### src/rtl/ppc60x_pkg.sv
// Shared 60x bus encodings: transfer types, transfer sizes and master FSM states.
// Vectors use big-endian bit numbering (bit 0 = MSB), matching the bus.
package ppc60x_pkg;

    typedef enum logic [2:0] {
        ST_IDLE  = 3'd0,
        ST_ARB   = 3'd1,
        ST_ADDR  = 3'd2,
        ST_AWAIT = 3'd3,
        ST_DWAIT = 3'd4,
        ST_DATA  = 3'd5,
        ST_DONE  = 3'd6
    } state_t;

    localparam logic [0:4] TT_READ  = 5'b01010;
    localparam logic [0:4] TT_WRITE = 5'b00010;

    localparam logic [0:2] TSIZ_BYTE = 3'b001;
    localparam logic [0:2] TSIZ_HALF = 3'b010;
    localparam logic [0:2] TSIZ_WORD = 3'b100;

    localparam logic [0:1] SIZE_BYTE = 2'b00;
    localparam logic [0:1] SIZE_HALF = 2'b01;

endpackage

### src/rtl/ppc60x_tsiz_enc.sv
// Client SIZE to 60x TSIZ mapping; the illegal code 11 is treated as a word.
module ppc60x_tsiz_enc
    import ppc60x_pkg::*;
(
    input  logic [0:1] size,
    output logic [0:2] tsiz
);

    always_comb begin
        case (size)
            SIZE_BYTE: tsiz = TSIZ_BYTE;
            SIZE_HALF: tsiz = TSIZ_HALF;
            default:   tsiz = TSIZ_WORD;
        endcase
    end

endmodule

### src/rtl/ppc60x_bus_master.sv
// Single-beat PowerPC 60x bus master: arbitration, address tenure and data tenure
// for byte/halfword/word client requests. All bus outputs are registered.
module ppc60x_bus_master
    import ppc60x_pkg::*;
#(
    parameter int unsigned TIMEOUT_CYC = 16,
    parameter int unsigned MAX_RETRY   = 4
) (
    input  logic        CLK,
    input  logic        HRESET_N,
    input  logic        REQ,
    input  logic        WE,
    input  logic [0:31] ADDR,
    input  logic [0:1]  SIZE,
    input  logic [0:31] WDATA,
    output logic        ACK,
    output logic        ERR,
    output logic [0:31] RDATA,
    output logic        BUSY,
    output logic        BR,
    input  logic        BG,
    output logic        TS,
    output logic [0:31] A,
    output logic [0:4]  TT,
    output logic [0:2]  TSIZ,
    output logic        TBST,
    input  logic        AACK,
    input  logic        ARTRY,
    input  logic        DBG,
    input  logic        TA,
    input  logic        TEA,
    output logic [0:31] DL_O,
    output logic        DL_OE,
    input  logic [0:31] DH_I
);

    state_t      state, state_nxt;
    logic [7:0]  retry_cnt, retry_nxt, retry_inc;
    logic [7:0]  tmo_cnt, tmo_nxt, tmo_inc;
    logic        timeout_hit, retry_done;
    logic        err_nxt, rd_load;
    logic        addr_phase, wr_phase;

    logic        we_q;
    logic [0:31] addr_q;
    logic [0:1]  size_q;
    logic [0:31] wdata_q;
    logic [0:2]  tsiz_q;

    ppc60x_tsiz_enc u_tsiz_enc (
        .size (size_q),
        .tsiz (tsiz_q)
    );

    assign TBST = 1'b1;

    // Timeout counter saturates so it can never wrap back below the limit.
    assign tmo_inc     = (tmo_cnt == 8'hFF) ? tmo_cnt : tmo_cnt + 8'd1;
    assign timeout_hit = (tmo_inc >= 8'(TIMEOUT_CYC));
    assign retry_inc   = retry_cnt + 8'd1;
    assign retry_done  = (retry_inc >= 8'(MAX_RETRY));

    always_ff @(posedge CLK or negedge HRESET_N) begin
        if (!HRESET_N) state <= ST_IDLE;
        else           state <= state_nxt;
    end

    always_comb begin
        state_nxt = state;
        retry_nxt = retry_cnt;
        tmo_nxt   = tmo_cnt;
        err_nxt   = 1'b0;
        rd_load   = 1'b0;
        case (state)
            ST_IDLE: begin
                if (REQ) begin
                    state_nxt = ST_ARB;
                    retry_nxt = '0;
                end
            end
            ST_ARB: begin
                if (!BG) state_nxt = ST_ADDR;
            end
            ST_ADDR: begin
                state_nxt = ST_AWAIT;
                tmo_nxt   = '0;
            end
            ST_AWAIT: begin
                tmo_nxt = tmo_inc;
                // ARTRY outranks AACK when both arrive in the same cycle.
                if (!ARTRY) begin
                    retry_nxt = retry_inc;
                    if (retry_done) begin
                        state_nxt = ST_DONE;
                        err_nxt   = 1'b1;
                    end else begin
                        state_nxt = ST_ARB;
                    end
                end else if (!AACK) begin
                    state_nxt = ST_DWAIT;
                end else if (timeout_hit) begin
                    state_nxt = ST_DONE;
                    err_nxt   = 1'b1;
                end
            end
            ST_DWAIT: begin
                tmo_nxt = tmo_inc;
                if (!DBG) begin
                    state_nxt = ST_DATA;
                end else if (timeout_hit) begin
                    state_nxt = ST_DONE;
                    err_nxt   = 1'b1;
                end
            end
            ST_DATA: begin
                tmo_nxt = tmo_inc;
                if (!TEA) begin
                    state_nxt = ST_DONE;
                    err_nxt   = 1'b1;
                end else if (!TA) begin
                    state_nxt = ST_DONE;
                    rd_load   = !we_q;
                end else if (timeout_hit) begin
                    state_nxt = ST_DONE;
                    err_nxt   = 1'b1;
                end
            end
            ST_DONE: begin
                state_nxt = ST_IDLE;
            end
            default: begin
                state_nxt = ST_IDLE;
            end
        endcase
    end

    assign addr_phase = (state_nxt == ST_ADDR) || (state_nxt == ST_AWAIT);
    assign wr_phase   = (state_nxt == ST_DATA) && we_q;

    // Outputs are registered from the next state so they line up with the state they describe.
    always_ff @(posedge CLK or negedge HRESET_N) begin
        if (!HRESET_N) begin
            retry_cnt <= '0;
            tmo_cnt   <= '0;
            we_q      <= 1'b0;
            addr_q    <= '0;
            size_q    <= '0;
            wdata_q   <= '0;
            BR        <= 1'b1;
            TS        <= 1'b1;
            A         <= '0;
            TT        <= '0;
            TSIZ      <= '0;
            DL_O      <= '0;
            DL_OE     <= 1'b0;
            ACK       <= 1'b0;
            ERR       <= 1'b0;
            RDATA     <= '0;
            BUSY      <= 1'b0;
        end else begin
            retry_cnt <= retry_nxt;
            tmo_cnt   <= tmo_nxt;
            if (state == ST_IDLE && REQ) begin
                we_q    <= WE;
                addr_q  <= ADDR;
                size_q  <= SIZE;
                wdata_q <= WDATA;
            end
            BR    <= (state_nxt != ST_ARB);
            TS    <= (state_nxt != ST_ADDR);
            A     <= addr_phase ? addr_q : '0;
            TT    <= addr_phase ? (we_q ? TT_WRITE : TT_READ) : '0;
            TSIZ  <= addr_phase ? tsiz_q : '0;
            DL_OE <= wr_phase;
            DL_O  <= wr_phase ? wdata_q : '0;
            ACK   <= (state_nxt == ST_DONE);
            ERR   <= err_nxt;
            BUSY  <= (state_nxt != ST_IDLE);
            if (rd_load) RDATA <= DH_I;
        end
    end

endmodule

### config.mk
export PLATFORM = sky130hd
export DESIGN_NAME = ppc60x_bus_master
export DESIGN_NICKNAME = d
export VERILOG_FILES = /design/src/rtl/ppc60x_pkg.sv /design/src/rtl/ppc60x_tsiz_enc.sv /design/src/rtl/ppc60x_bus_master.sv
export SDC_FILE = /design/constraint.sdc
export NUM_CORES = 1
export LEC_CHECK = 0
export BUFFER_PORTS_ARGS = -buffer_cell sky130_fd_sc_hd__buf_2
export CORE_ASPECT_RATIO = 0.9
export CORE_UTILIZATION = 40
export CTS_CLUSTER_SIZE = 24
export DETAILED_ROUTE_END_ITERATION = 10
export SLEW_MARGIN = 20
export SYNTH_ARGS = -nofsm -noshare
export SYNTH_HDL_FRONTEND = slang
export SYNTH_SLANG_ARGS = --single-unit
### constraint.sdc
create_clock -name CLK -period 8.2 [get_ports CLK]
set_clock_uncertainty 0.15 [all_clocks]
set_input_delay 1.64 -clock CLK [delete_from_list [all_inputs] [get_ports CLK]]
set_output_delay 1.64 -clock CLK [all_outputs]
set_load 0.01 [all_outputs]
==> run summary, run 1 <==
Status = completed
Drt total wl = 17.2 mm
Core Area = 19200 um^2
Final min period = 3790 ps
Max Clk Rate = 264 MHz
Layout cell share with drive strength beyond 1 = 50.4%
Mapped Area = 7830 um^2
Crit end category = flip-flop
#FFs+latches synth = 193
RR Endpoint = A[23]$_DFF_PN0_
Commonest non-fill, non-tap cell in the layout = buf_2
FF-to-FF path depth = 9
DIE WIDTH = 149 um
Hold Path Class = flip-flop to flip-flop
Crit path max fanout = 43
Post-layout util = 50.7%
Layout area overhead = 24.0%
WP data arrival = 4000 ps
CTS H-tree depth = 4
Cells resized by post-CTS repair = 0
R2R setup slack = 4540 ps
Clk slew on worst S/H paths = 70 ps
Vias in the first global route = 5353
Synth warnings = 0
Final Hold Viols = 0
Power per Cell Area = 356 nW/um^2
Instance count on the critical path = 7
RSZ-0062 raised after global routing = no
Clock Root Buffer = clkbuf_16
Count of input and output buffers = 214
Syn Inst Count = 577
Slew @ Worst Pin = 979 ps
DRC = 0
CTS tree = yes
Netlist cell types = 57
Nets = 886
Routed Antenna Nets = 0
CP required = 8410 ps
Slew Viols, Final = 0
Initial antenna violation count = 1
Worst vdd ir = 145 uV
Die area = 20100 um^2
CP Capture Point = A[23]$_DFF_PN0_
Row cnt = 48
Synth Flop Type = dfrtp_1
Worst setup path start = BG
Sequential area share after synthesis = 61.7%
EDFF count, synth = 0
GRT Util Overall = 17.8%
First-pass GRT wire length = 28.0 mm
Setup crit start kind = input pin
Gpl congestion = 0.841
CTS Sinks = 193
Hold_buf cts = 0
Vias = 5240
Worst-path cell chain = buf_2 -> or4b_2 -> o31ai_1 -> a311oi_4 -> inv_2 -> buf_4 -> and3_1
Ports = 219
Setup tns final = 0 ps
Async set or reset register ratio after synthesis = 100%
Drt via density = 5.04
Setup repair bufs after CTS = 0
Buf+Inv Stages, Crit Path = 3
Placed cells = 1007
Final Cycle Share = 46.2%
Total grt overflow = 0
Leakage power = 0.00484 uW
HPWL after DPL = 11.7 mm
Maximum capacitance violations = 0
Hold Worst Slack = 317 ps
Die Ht = 135 um
Pre-antenna DRT Iters = 6
Slew HR = 34.7%
Critical path class = input pin to flip-flop
Syn Area/Cell = 13.6 um^2
Pin count of the biggest net entering global routing = 112
Post-route insts no fill = 1040
Most frequent cells in the layout = buf_2, dfrtp_1, mux2_2, nand2_1, and3_1
Worst stage delay on the critical path = 620 ps
Worst path slowest cell = or4b_2
Final Power = 3450 uW
Clock Latency Late Sink = 420 ps
Starting density of the core = 40.9%
DRC marker count from the first detailed-route iteration = 267
Avg WL per Cell = 16.5 um
Critical path's top delay family = buffers and inverters
Final setup fails = 0
Total CTS buffers = 17
R2r startpoint = retry_cnt[0]$_DFFE_PN0P_
Clock buffer depth = 2
flip-flops by register name (all words and copies together), names as in the netlist, 2 cells and up:
signal / count
tmo_cnt: 8
A: 32
retry_cnt: 8
DL_O: 32
TSIZ: 3
wdata_q: 32
RDATA: 32
state: 3
size_q: 2
addr_q: 32
TT: 2
cell families (layout without fill, tap and decap cells):
kind of cell | after synthesis | count (layout) | synth area share (%)
buf+inv | 50 | 260 | 3.32
mux | 102 | 102 | 14.6
xor+xnor | 1 | 1 | 0.112
other cells | 2 | 5 | 0.0959
fa+ha+maj | 2 | 2 | 0.320
simple gates | 183 | 183 | 15.2
flops | 193 | 193 | 61.7
compound gates | 44 | 44 | 4.54
layer usage:
metal / track usage, % / routed length (um)
met5: 0 / 0
met4: 5.27 / 191
met3: 3.72 / 813
met2: 29.7 / 8620
met1: 23.4 / 7550
layout make-up:
type / count / area [um^2]
multi-input cells: 336 / 2770
flip-flops and latches: 193 / 4830
diodes: 1 / 2.50
inverters: 7 / 26.3
clock inverters: 14 / 190
well taps: 250 / 313
clock buffers: 18 / 439
repair buffers: 221 / 1140
fillers: 1664 / 9450
cells in the mapped netlist, drive strengths merged (2+ instances only):
cell     count  area (um^2)
mux2i        2         20.0
o22ai        2         12.5
nor3         7         35.0
conb         2         7.51
nand4        4         25.0
dfstp        2         52.6
o32ai        2         17.5
inv          7         26.3
and4         2         17.5
a311oi       2         35.0
o31ai        3         22.5
a31oi        6         43.8
or2          2         15.0
nor2        22         82.6
nor2b        3         18.8
o211ai       2         15.0
nand2b       2         12.5
mux2       100         1130
a2111oi      2         42.5
and3        37          231
nor4b        4         35.0
ha           2         25.0
o21ai       13         65.1
a41o         2         20.0
nand3       11         60.1
nor4        34          422
nand3b       3         22.5
buf         19          143
clkbuf      24         91.3
a21oi        2         10.0
nand2       48          180
dfrtp      191         4780
per-stage QoR:
step                worst slack (ps)  instance area [um^2]
finish                          4410                  9700
global route                    4280                  9700
CTS                             4420                  9700
detailed placement              3960                  9070
global placement                4060                  9070
floorplan                       4670                  7840
worst register-to-register path, stage by stage, from the launching register on:
cell and delay (ps):
dfrtp_1 510, ha_1 320, nand3_2 130, a2111oi_2 360, o311ai_1 180, or2_4 310
a311oi_4 510, inv_2 420, buf_4 400, and3_1 270
power by group:
part	internal [uW]	switching (uW)	leakage (uW)
sequential	1310	179	0.00250
combinational	480	623	0.00205
clock	474	386	0.000302
worst min-delay path by stage:
stage	startpoint	to	slack [ps]	cells after the start
2_1_floorplan	size_q[1]$_DFFE_PN0P_	TSIZ[2]$_DFF_PN0_	270	1
3_3_place_gp	size_q[1]$_DFFE_PN0P_	TSIZ[2]$_DFF_PN0_	310	1
3_5_place_dp	size_q[1]$_DFFE_PN0P_	TSIZ[2]$_DFF_PN0_	300	1
4_1_cts	size_q[1]$_DFFE_PN0P_	TSIZ[2]$_DFF_PN0_	310	1
5_1_grt	size_q[1]$_DFFE_PN0P_	TSIZ[2]$_DFF_PN0_	360	1
6_report	size_q[1]$_DFFE_PN0P_	TSIZ[2]$_DFF_PN0_	320	1
(Power assumes the default switching activity.)
==> run 2: changes to the inputs <==
- clock period: 8.2 -> 3.79 ns (I/O delays scaled with it)
==> run 2 against run 1 <==
Effect of this change: final cell count grew 0.48%; sequential cell count unchanged; first-iteration DRC count decreased by 28%; critical path depth grew 2; routed wire length rose by 2.6%; sequential power rose by 120%; clock power grew 110%; critical endpoint is now DL_O[6]$_DFF_PN0_; largest cell class unchanged.
==> run summary, run 2 (synthesis gave the netlist of run 1 again) <==
GRT Util Overall = 18.5%
Vias in the first global route = 5504
Crit end category = flip-flop
Final min period = 3210 ps
Final Cycle Share = 84.6%
CTS Sinks = 193
Setup tns final = 0 ps
Final Power = 7450 uW
ANT cells = 0
Clock buffer depth = 2
Vias = 5283
Avg WL per Cell = 16.9 um
Total grt overflow = 0
CTS H-tree depth = 4
WP data arrival = 3380 ps
CTS tree = yes
Fill cells = 1675
DRT met1 WL = 7.60 mm
DRC = 0
Critical path class = flip-flop to flip-flop
Ports = 219
Core Area = 19200 um^2
Commonest non-fill, non-tap cell in the layout = buf_2
Pin count of the biggest net entering global routing = 97
Layout area overhead = 24.4%
Slew Viols, Final = 0
Die area = 20100 um^2
Setup repair bufs after CTS = 0
RSZ-0062 raised after global routing = no
Maximum capacitance violations = 0
HPWL after DPL = 12.1 mm
Gpl congestion = 0.835
Final Hold Viols = 0
Row cnt = 48
Max Clk Rate = 312 MHz
Layout cell share with drive strength beyond 1 = 50.6%
Initial antenna violation count = 0
Clk slew on worst S/H paths = 80 ps
Power per Cell Area = 765 nW/um^2
DRC marker count from the first detailed-route iteration = 191
Pre-antenna DRT Iters = 6
Slew @ Worst Pin = 751 ps
Slew HR = 50.0%
Clock Root Buffer = clkbuf_16
Die Ht = 135 um
Drt via density = 5.06
Met2 WL = 8.89 mm
First-pass GRT wire length = 28.6 mm
Worst vdd ir = 294 uV
Metal3 WL = 963 um
Drt total wl = 17.6 mm
Final setup fails = 0
Routed Antenna Nets = 0
Crit path max fanout = 43
Most frequent cells in the layout = buf_2, dfrtp_1, mux2_2, nand2_1, and3_1
Hold_buf cts = 0
Cells resized by post-CTS repair = 0
Setup crit start kind = flip-flop
CP required = 3970 ps
Clock Latency Late Sink = 430 ps
Nets = 892
Starting density of the core = 40.9%
DIE WIDTH = 149 um
Total CTS buffers = 17
Hold Path Class = input pin to asynchronous set/reset pin
Top Layer Used = met4
Status = completed
Count of input and output buffers = 214
Leakage power = 0.00485 uW
==> run 2: cell count changes in the layout (fill, tap and decap cells not counted), moves of 2 or more <==
cell      before  now
clkbuf_1       0    2
inv_8          5    1
buf_12         0    3
buf_4          6   10
==> run 2: path summary, 6_finish.rpt <==
kind	start	to	slack, ps	cells past startpoint
max	retry_cnt[0]$_DFFE_PN0P_	DL_O[6]$_DFF_PN0_	580	9
min reg2reg	size_q[1]$_DFFE_PN0P_	TSIZ[2]$_DFF_PN0_	310	1
max in group asynchronous	HRESET_N	we_q$_DFFE_PN0P_	2350	2
min in group CLK	size_q[1]$_DFFE_PN0P_	TSIZ[2]$_DFF_PN0_	310	1
max reg2reg	retry_cnt[0]$_DFFE_PN0P_	DL_O[6]$_DFF_PN0_	580	9
min	HRESET_N	tmo_cnt[3]$_DFFE_PN0P_	250	1
==> run 2: metal layers <==
metal,vias up,global-route usage [%]
li1,2470,-
met4,0,5.05
met2,178,30.6
met1,2622,23.9
met3,13,4.73
met5,-,0
==> run 2: final cells by class <==
| type | count | area [um^2] | area share, % |
|---|---|---|---|
| Tap cell | 250 | 313 | 3.21 |
| Inverter | 7 | 26.3 | 0.270 |
| Clock buffer | 19 | 433 | 4.44 |
| Sequential cell | 193 | 4830 | 49.6 |
| Multi-Input combinational cell | 336 | 2770 | 28.4 |
| Timing Repair Buffer | 227 | 1210 | 12.5 |
| Clock inverter | 13 | 156 | 1.61 |
==> run 2: worst max-delay path, cell delays in order, from the launching register on <==
cell       delay (ps)
dfrtp_1           510
ha_1              320
nand3_2           130
a2111oi_2         350
o311ai_1          160
or2_4             310
a311oi_4          310
inv_2             310
buf_12            270
nor4_2            240
==> run 2: metrics by stage <==
| stage | hold WS [ps] | std cells | utilization [%] | setup slack [ps] | cell area [um^2] |
|---|---|---|---|---|---|
| after global routing | 308 | 1045 | 50.8 | 337 | 9740 |
| after global placement | 300 | 1013 | 47.8 | 748 | 9150 |
| after detailed placement | 306 | 1013 | 47.8 | 576 | 9150 |
| after floorplan | 273 | 579 | - | 1010 | 7840 |
| final | 251 | 1045 | 50.8 | 584 | 9740 |
| after CTS | 274 | 1045 | 50.8 | 569 | 9740 |
==> run 2: report_power, final <==
group          internal [uW]  leakage [uW]  switching, uW
Sequential              2830       0.00250            390
Clock                    933      0.000274            833
Combinational           1100       0.00208           1370
==> run 3: changes to the inputs <==
- clock period: 3.79 -> 3 ns (I/O delays scaled with it)
==> run 3 against run 2 <==
Effect of this change: routed wire length fell by 0.10%; combinational power rose by 28%; setup slack got worse by 380 ps.
==> run summary, run 3 (synthesis gave the netlist of run 1 again) <==
Status = completed
Clk slew on worst S/H paths = 70 ps
Avg WL per Cell = 16.7 um
Sw frac = 35.0%
Die area = 20100 um^2
Most frequent cells in the layout = buf_2, dfrtp_1, mux2_2, nand2_1, and3_1
Initial antenna violation count = 0
WP data arrival = 2980 ps
DRC marker count from the first detailed-route iteration = 170
Crit path max fanout = 66
Slew Viols, Final = 0
Internal power = 6170 uW
Worst setup slack after layout = 201 ps
Drt total wl = 17.6 mm
Vias in the first global route = 5515
ANT cells = 0
Routed Antenna Nets = 0
Reg power frac = 42.5%
Clock power frac = 24.2%
Gpl congestion = 0.894
First-pass GRT wire length = 28.6 mm
R2r startpoint = tmo_cnt[0]$_DFFE_PN0P_
Final Cycle Share = 93.3%
CTS Sinks = 193
FF-to-FF path depth = 9
Instance count on the critical path = 9
Critical path's top delay family = compound AO/OA/AOI/OAI gates
Starting density of the core = 40.9%
Die Ht = 135 um
Layout area overhead = 25.4%
RSZ-0062 raised after global routing = no
Final min period = 2800 ps
Cells resized by post-CTS repair = 0
Slew @ Worst Pin = 664 ps
Worst vdd ir = 404 uV
Drt via density = 5.09
Layout cell share with drive strength beyond 1 = 51.2%
Maximum capacitance violations = 0
Worst stage delay on the critical path = 450 ps
Pin count of the biggest net entering global routing = 86
Hold_buf cts = 0
Setup crit start kind = flip-flop
Post-Place Setup Slack = 254 ps
Combinational power share = 33.3%
Worst-path cell chain = ha_1 -> nand3b_1 -> a211o_1 -> a2111oi_4 -> nor2_1 -> a311oi_4 -> inv_2 -> buf_12 -> nor4_2
Crit end category = flip-flop
Buf+Inv Stages, Crit Path = 2
Worst path slowest cell = dfrtp_1
Clock Root Buffer = clkbuf_16
Slew HR = 55.7%
Setup repair bufs after CTS = 0
GRT Util Overall = 18.4%
RR Endpoint = DL_O[6]$_DFF_PN0_
Net load switching power = 3330 uW
Total grt overflow = 0
Final Hold Viols = 0
Core Area = 19200 um^2
R2R setup slack = 200 ps
HPWL after DPL = 12.3 mm
CP required = 3180 ps
Power per Cell Area = 968 nW/um^2
Worst setup path start = tmo_cnt[0]$_DFFE_PN0P_
CTS H-tree depth = 4
Leakage power = 0.00491 uW
Setup tns final = 0 ps
DIE WIDTH = 149 um
Pre-antenna DRT Iters = 4
Count of input and output buffers = 214
DRC = 0
Critical path class = flip-flop to flip-flop
Clock buffer depth = 2
Ports = 219
Row cnt = 48
Clock Latency Late Sink = 430 ps
Final setup fails = 0
Commonest non-fill, non-tap cell in the layout = buf_2
CP Capture Point = DL_O[6]$_DFF_PN0_
Vias = 5359
CTS tree = yes
Nets = 899
Total CTS buffers = 17
Hold Path Class = input pin to asynchronous set/reset pin
Max Clk Rate = 357 MHz
## run 3: cell count changes in the layout (fill, tap and decap cells not counted)
cell,previous run,this run
buf_4,10,17
clkbuf_1,2,0
inv_6,1,5
clkinvlp_4,3,1
inv_8,1,4
clkinv_4,4,1
## run 3: power groups by stage
stage | clock [uW] | sequential [uW] | combinational (uW)
floorplan | 0 | 4220 | 1900
global placement | 0 | 4060 | 3090
detailed placement | 0 | 4110 | 3200
CTS | 2360 | 4050 | 3210
global route | 2470 | 4170 | 3440
finish | 2300 | 4040 | 3160
## run 3: layer usage
metal	track usage, %	vias up	wire length [um]
met5	0	-	0
met4	6.41	0	252
met3	4.09	14	835
met2	31.0	151	8850
met1	23.4	2718	7660
li1	-	2476	-
## run 3: cell type report
class | count | area, um^2
flip-flops and latches | 193 | 4830
inverters | 7 | 26.3
well taps | 250 | 313
clock inverters | 15 | 184
repair buffers | 234 | 1270
multi-input cells | 336 | 2770
fillers | 1691 | 9350
clock buffers | 17 | 425
## run 3: worst min-delay path by stage
| stage | cells past startpoint | endpoint | start | slack [ps] |
|---|---|---|---|---|
| 6_report | 1 | tmo_cnt[3]$_DFFE_PN0P_ | HRESET_N | 50 |
| 5_1_grt | 1 | tmo_cnt[2]$_DFFE_PN0P_ | HRESET_N | 100 |
| 4_1_cts | 1 | tmo_cnt[3]$_DFFE_PN0P_ | HRESET_N | 70 |
| 3_5_place_dp | 1 | TSIZ[2]$_DFF_PN0_ | size_q[1]$_DFFE_PN0P_ | 310 |
| 3_3_place_gp | 1 | TSIZ[2]$_DFF_PN0_ | size_q[1]$_DFFE_PN0P_ | 310 |
| 2_1_floorplan | 0 | ACK$_DFF_PN0_ | HRESET_N | 150 |
## run 3: worst reg2reg max path, delay by kind of cell, from the launching register on
| kind | cells | cell delay (ps) |
|---|---|---|
| AND/OR/NAND/NOR | 3 | 610 |
| AO/OA/AOI/OAI | 3 | 900 |
| adder cells (fa/ha/maj) | 1 | 310 |
| buffers and inverters | 2 | 300 |
| flip-flops | 1 | 450 |
## run 3: through the flow
step	power (uW)	util [%]	instances	hold WS (ps)	area [um^2]
after floorplan	6120	-	579	154	7840
after global placement	7150	48.0	1020	307	9200
after detailed placement	7310	48.0	1020	308	9200
after CTS	9630	51.2	1052	67.0	9810
after global routing	10100	51.2	1052	101	9810
final	9500	51.2	1052	53.8	9810
